`src/rtl/sa_operand_loader_if.sv`:
```
// Byte-stream input and SRAM write port of one operand-bank loader.
// Handshake: a byte moves on a rising clk edge where s_valid && s_ready; s_data is held while s_valid waits.
interface sa_operand_loader_if #(
  parameter int N  = 8,
  parameter int AW = 13
);
  logic          s_valid;
  logic [7:0]    s_data;
  logic          s_ready;
  logic          wen_n;
  logic [AW-1:0] waddr;
  logic [N*8-1:0] wdata;

  modport master (output s_valid, s_data, input s_ready, wen_n, waddr, wdata);
  modport slave  (input s_valid, s_data, output s_ready, wen_n, waddr, wdata);
endinterface

```
`src/rtl/sa_operand_loader.sv`:
```
// Packs a host byte stream into N-byte words and writes them, tile by tile,
// into one operand SRAM bank starting at a latched base address.
module sa_operand_loader #(
  parameter int N  = 8,
  parameter int AW = 13
) (
  input  logic          clk,
  input  logic          rst_n,
  input  logic          start,
  input  logic [AW-1:0] base_addr,
  input  logic [7:0]    k_param,
  input  logic [7:0]    tile_cnt,
  output logic          busy,
  output logic          done,
  output logic [1:0]    dbg_state,
  sa_operand_loader_if.slave bus
);
  localparam int LW = (N > 1) ? $clog2(N) : 1;

  typedef enum logic [1:0] {S_IDLE, S_LOAD, S_FLUSH, S_DONE} state_e;

  state_e         state_q, state_d;
  logic [LW-1:0]  lane_q;
  logic [N*8-1:0] pack_q, pack_d;
  logic [N*8-1:0] wdata_q;
  logic [AW-1:0]  waddr_q, addr_w, prod_w;
  logic           wen_n_q;
  logic [AW-1:0]  base_q;
  logic [7:0]     kp_q, tc_q, k_q, t_q;
  logic           accept, lane_last, last_word, start_ok;

  assign start_ok  = start && (state_q == S_IDLE);
  assign accept    = bus.s_valid && (state_q == S_LOAD);
  assign lane_last = (lane_q == LW'(N - 1));
  assign last_word = (t_q == tc_q - 8'd1) && (k_q == kp_q - 8'd1);

  // Address arithmetic is modulo 2^AW, so it can be carried at AW bits directly.
  assign prod_w = AW'({8'd0, t_q} * {8'd0, kp_q});
  assign addr_w = base_q + prod_w + AW'(k_q);

  always_comb begin
    pack_d = pack_q;
    if (accept) pack_d[int'(lane_q)*8 +: 8] = bus.s_data;
  end

  always_ff @(posedge clk or negedge rst_n) begin
    if (!rst_n) state_q <= S_IDLE;
    else        state_q <= state_d;
  end

  // FLUSH covers the cycle the final write is on the bus; DONE carries the pulse.
  always_comb begin
    state_d = state_q;
    case (state_q)
      S_IDLE:  if (start) state_d = (k_param == 8'd0 || tile_cnt == 8'd0) ? S_FLUSH : S_LOAD;
      S_LOAD:  if (accept && lane_last && last_word) state_d = S_FLUSH;
      S_FLUSH: state_d = S_DONE;
      S_DONE:  state_d = S_IDLE;
      default: state_d = S_IDLE;
    endcase
  end

  always_comb begin
    bus.s_ready = (state_q == S_LOAD);
    busy        = (state_q != S_IDLE);
    done        = (state_q == S_DONE);
    dbg_state   = state_q;
  end

  always_ff @(posedge clk or negedge rst_n) begin
    if (!rst_n) begin
      lane_q  <= '0;
      pack_q  <= '0;
      wdata_q <= '0;
      waddr_q <= '0;
      wen_n_q <= 1'b1;
      base_q  <= '0;
      kp_q    <= '0;
      tc_q    <= '0;
      k_q     <= '0;
      t_q     <= '0;
    end else begin
      wen_n_q <= 1'b1;
      if (start_ok) begin
        base_q <= base_addr;
        kp_q   <= k_param;
        tc_q   <= tile_cnt;
        k_q    <= '0;
        t_q    <= '0;
        lane_q <= '0;
      end
      if (accept) begin
        pack_q <= pack_d;
        if (lane_last) begin
          lane_q  <= '0;
          wen_n_q <= 1'b0;
          waddr_q <= addr_w;
          wdata_q <= pack_d;
          if (k_q == kp_q - 8'd1) begin
            k_q <= '0;
            t_q <= t_q + 8'd1;
          end else begin
            k_q <= k_q + 8'd1;
          end
        end else begin
          lane_q <= lane_q + LW'(1);
        end
      end
    end
  end

  assign bus.wen_n = wen_n_q;
  assign bus.waddr = waddr_q;
  assign bus.wdata = wdata_q;
endmodule

```
`src/flat_wrapper.sv`:
```
// flat-port wrapper written by rule: the top's interface ports become plain ports
module sa_operand_loader_flat 
#(
  parameter int N  = 8,
  parameter int AW = 13
)
  (clk, rst_n, start, base_addr, k_param, tile_cnt, busy, done, dbg_state, bus_s_valid, bus_s_data, bus_s_ready, bus_wen_n, bus_waddr, bus_wdata);
  sa_operand_loader_if #(.N(N), .AW(AW)) bus_i ();
  input  logic clk;
  input  logic rst_n;
  input  logic start;
  input  logic [AW-1:0] base_addr;
  input  logic [7:0] k_param;
  input  logic [7:0] tile_cnt;
  output logic busy;
  output logic done;
  output logic [1:0] dbg_state;
  input wire logic [$bits(bus_i.s_valid)-1:0] bus_s_valid;
  input wire logic [$bits(bus_i.s_data)-1:0] bus_s_data;
  output wire logic [$bits(bus_i.s_ready)-1:0] bus_s_ready;
  output wire logic [$bits(bus_i.wen_n)-1:0] bus_wen_n;
  output wire logic [$bits(bus_i.waddr)-1:0] bus_waddr;
  output wire logic [$bits(bus_i.wdata)-1:0] bus_wdata;
  assign bus_i.s_valid = bus_s_valid;
  assign bus_i.s_data = bus_s_data;
  assign bus_s_ready = bus_i.s_ready;
  assign bus_wen_n = bus_i.wen_n;
  assign bus_waddr = bus_i.waddr;
  assign bus_wdata = bus_i.wdata;
  sa_operand_loader #(.N(N), .AW(AW)) u_core (.clk(clk), .rst_n(rst_n), .start(start), .base_addr(base_addr), .k_param(k_param), .tile_cnt(tile_cnt), .busy(busy), .done(done), .dbg_state(dbg_state), .bus(bus_i));
endmodule
```
`config.mk`:
```
export PLATFORM = sky130hd
export DESIGN_NAME = sa_operand_loader_flat
export DESIGN_NICKNAME = d
export VERILOG_FILES = /design/src/rtl/sa_operand_loader_if.sv /design/src/rtl/sa_operand_loader.sv /design/src/flat_wrapper.sv
export SDC_FILE = /design/constraint.sdc
export NUM_CORES = 1
export LEC_CHECK = 0
export ABC_CLOCK_PERIOD_IN_PS = 6900
export CORE_UTILIZATION = 40
export CTS_CLUSTER_DIAMETER = 100
export DETAILED_ROUTE_END_ITERATION = 7
export PLACE_DENSITY = 0.68
export SLEW_MARGIN = 0
export SYNTH_ARGS = -nofsm -noshare
export SYNTH_HDL_FRONTEND = slang
export SYNTH_SLANG_ARGS = --single-unit
```
`constraint.sdc`:
```
create_clock -name clk -period 6.9 [get_ports clk]
set_clock_uncertainty 0.2 [all_clocks]
set_input_delay 1.725 -clock clk [delete_from_list [all_inputs] [get_ports clk]]
set_output_delay 1.725 -clock clk [all_outputs]
set_load 0.02 [all_outputs]
```
==> flow_summary_export.csv <==
group,metric,value,unit
outcome,status,"completed",
yosys,synthAdderAreaFrac,14.4,%
clock_tree,cts_tree,"built",
yosys,yosys_warnings,0,
yosys,yosys_register_bits,192,
floorplanning,die_h,169,um
route,wirelength,26500,um
floorplanning,num_io_pins,124,
sta,fin_setup_tns,0,ns
clock_tree,clk_pin_slew_worst_paths,0.08,ns
final_layout,finalNetCount,1413,
floorplanning,fp.dieW,169,um
yosys,synth.most_common_cell,"nand2_1",
clock_tree,numCtsBuffers,17,
setup_path,crit_type,"reg -> reg",
clock_tree,cts-resized-gates,0,
grt,grt_pass1_wl,44200,um
yosys,synthFlopType,"dfrtp_1",
yosys,yosys-top-cells-area,"dfrtp_1 43%, fa_1 9.0%, nand2_1 8.8%, o21ai_0 6.6%, ha_1 5.4%",
route,wl_per_cell,16.0,um
route,met1_length,11700,um
grt,antenna_found_initial,0,
clock_tree,htreeDepth,4,
yosys,synth_commonest_cells,"260 x nand2_1, 191 x dfrtp_1, 147 x o21ai_0",
final_layout,syn2layout_area_growth,19.2,%
worst_hold_path,hp-class,"reg -> reg",
route,vias_per_cell,5.01,
final_layout,nFillCells,2526,
route,dr.pass1.iters,7,
clock_tree,cts_sinks,192,
floorplanning,fp-row-count,60,
yosys,synth_mux_area_share,5.26,%
clock_tree,clkLatencyLatePin,0.44,ns
power,leakage,0.00598,uW
sta,slew_headroom,37.6,%
yosys,yosysUniqueCellTypes,64,
grt,grt.total_usage,19.7,%
place,portBuffers,123,
clock_tree,clock_path_buffers,2,
yosys,ys_seq_area_share,43.2,%
clock_tree,postCtsHoldBufs,0,
place,hpwl,19300,um
clock_tree,post_cts_buffers,0,
yosys,synth_top_family_by_area,"simple AND/OR/NAND/NOR gates",
sta,worstMarginPinSlew,0.932,ns
power,power,3630,uW
floorplanning,dieArea,28500,sq um
sta,setup_viol,0,
clock_tree,cts_root_buf,"clkbuf_16",
setup_path,arrival,5.33,ns
route,drcViolationCount,0,
grt,grt_pass1_vias,8373,
yosys,synth-compound-area-share,12.0,%
yosys,synthesis.nets,1330,
yosys,synthSimpleGateAreaFrac,16.9,%
run,drv_cap,0,
final_layout,n_antenna_cell,0,
sta,fmax,192,MHz
yosys,synthArstFlopShare,100,%
route,routed.top_layer,"met4",
route,vias,8318,
setup_path,path_max_fanout,13,
yosys,synthCells,1191,
yosys,syn_area,11100,sq um
yosys,synth_top_area_share,42.9,%
route,drtAntennaViolNets,0,
yosys,synth_xor_area_share,2.91,%
sta,rsz0062_at_grt,"no",
sta,maxSlewViolCount,0,
sta,fin_crit,5.22,ns
yosys,synth_top_area_cell,"dfrtp_1",
sta,min_period_over_period,75.7,%
power,vdd_ir_drop_max,0.000192,V
setup_path,worstSetupEndpointType,"register",
route,route.met3.wl,979,um
yosys,synth_edf_count,0,
grt,overflow,0,
setup_path,worstPathRequired,7.01,ns
sta,finalHoldViolCount,0,
final_layout,layout-drive-gt1-share,5.59,%
setup_path,worstSetupStartpointType,"register",
floorplanning,core_area,27100,sq um
place,place.gp.congestion,0.807,
route,wl_met2,13300,um
grt,grt_max_degree,100,
yosys,syn_area_per_cell,9.35,sq um
power,p_per_area,274,nW/um^2
route,first_iter_violations,516,
floorplanning,start_util,41.1,%
-- routing by layer --
metal / vias to the layer above / GRT usage, %
li1: 4085 / -
met5: - / 0
met4: 0 / 5.42
met1: 4030 / 25.4
met2: 168 / 33.9
met3: 35 / 3.37
-- final timing paths --
path                                      start                    to  slack [ns]  cells past startpoint
max                               u_core.t_q[5]  u_core.bus.waddr[12]        1.68                     18
min                        u_core.bus.wdata[63]  u_core.bus.wdata[63]        0.28                      2
max reg2reg                       u_core.t_q[5]  u_core.bus.waddr[12]        1.68                     18
min reg2reg                u_core.bus.wdata[63]  u_core.bus.wdata[63]        0.28                      2
max in group asynchronous                 rst_n  u_core.bus.waddr[11]        4.15                      2
min in group asynchronous                 rst_n  u_core.bus.wdata[44]        1.16                      1
-- through the flow --
step	hold WS, ns	worst slack (ns)	cells	cell area (sq um)	utilization, %
after floorplan	0.249	1.85	1191	11100	-
after global placement	0.261	1.74	1627	12600	46.6
after detailed placement	0.269	1.66	1627	12600	46.6
after CTS	0.286	1.68	1659	13300	49.0
after global routing	0.299	1.39	1659	13300	49.0
final	0.279	1.68	1659	13300	49.0
-- placed cells by master (no fill, tap or decap), types with 8 or more instances in the layout --
master,instances
nor2_1,48
nor2b_1,8
dfrtp_1,191
mux2i_1,39
nor3b_1,10
and2_1,38
nand3_1,14
xnor2_1,23
nand2_1,260
clkbuf_16,17
ha_1,48
clkdlybuf4s50_1,122
buf_4,8
mux2_2,16
inv_1,87
fa_1,50
a21oi_1,38
xor2_1,14
o21ai_0,147
-- critical path: stages, from the launching register on --
cell,delay [ns]
dfrtp_1,0.62
nand2_1,0.14
fa_1,0.52
inv_1,0.05
fa_1,0.49
inv_1,0.05
fa_1,0.47
inv_1,0.05
fa_1,0.52
inv_1,0.05
fa_1,0.49
inv_1,0.05
ha_1,0.33
o21a_1,0.20
o21a_1,0.21
o32a_1,0.33
o21ai_0,0.10
xnor2_1,0.14
o21ai_0,0.09
-- power breakdown --
group	switching (uW)	internal, uW
Clock	505	560
Sequential	176	1270
Combinational	662	459
-- layout make-up --
cell class,instances,area (sq um),share of cell area (%)
Clock buffer,17,425,3.21
Clock inverter,15,221,1.67
Inverter,88,333,2.51
Multi-Input combinational cell,844,5720,43.1
Sequential cell,192,4810,36.2
Tap cell,372,465,3.51
Timing Repair Buffer,131,1290,9.76
-- registers in the layout, summed over array words and instances, names as in the netlist --
name,count
u_core.k_q,8
u_core.dbg_state,2
u_core.pack_q,64
u_core.bus.waddr,13
u_core.bus.wen_n,1
u_core.kp_q,8
u_core.base_q,13
u_core.bus.wdata,64
u_core.lane_q,3
u_core.tc_q,8
u_core.t_q,8
-- kinds of logic after synthesis --
group	count (synthesis)
and+or+nand+nor	418
xor gates and xnor gates	37
buffers and inverters	155
DFF	192
AOI/OAI and AO/OA	235
adders and majority gates	98
muxes	56
Note: power is estimated with default switching activity, not from simulation.
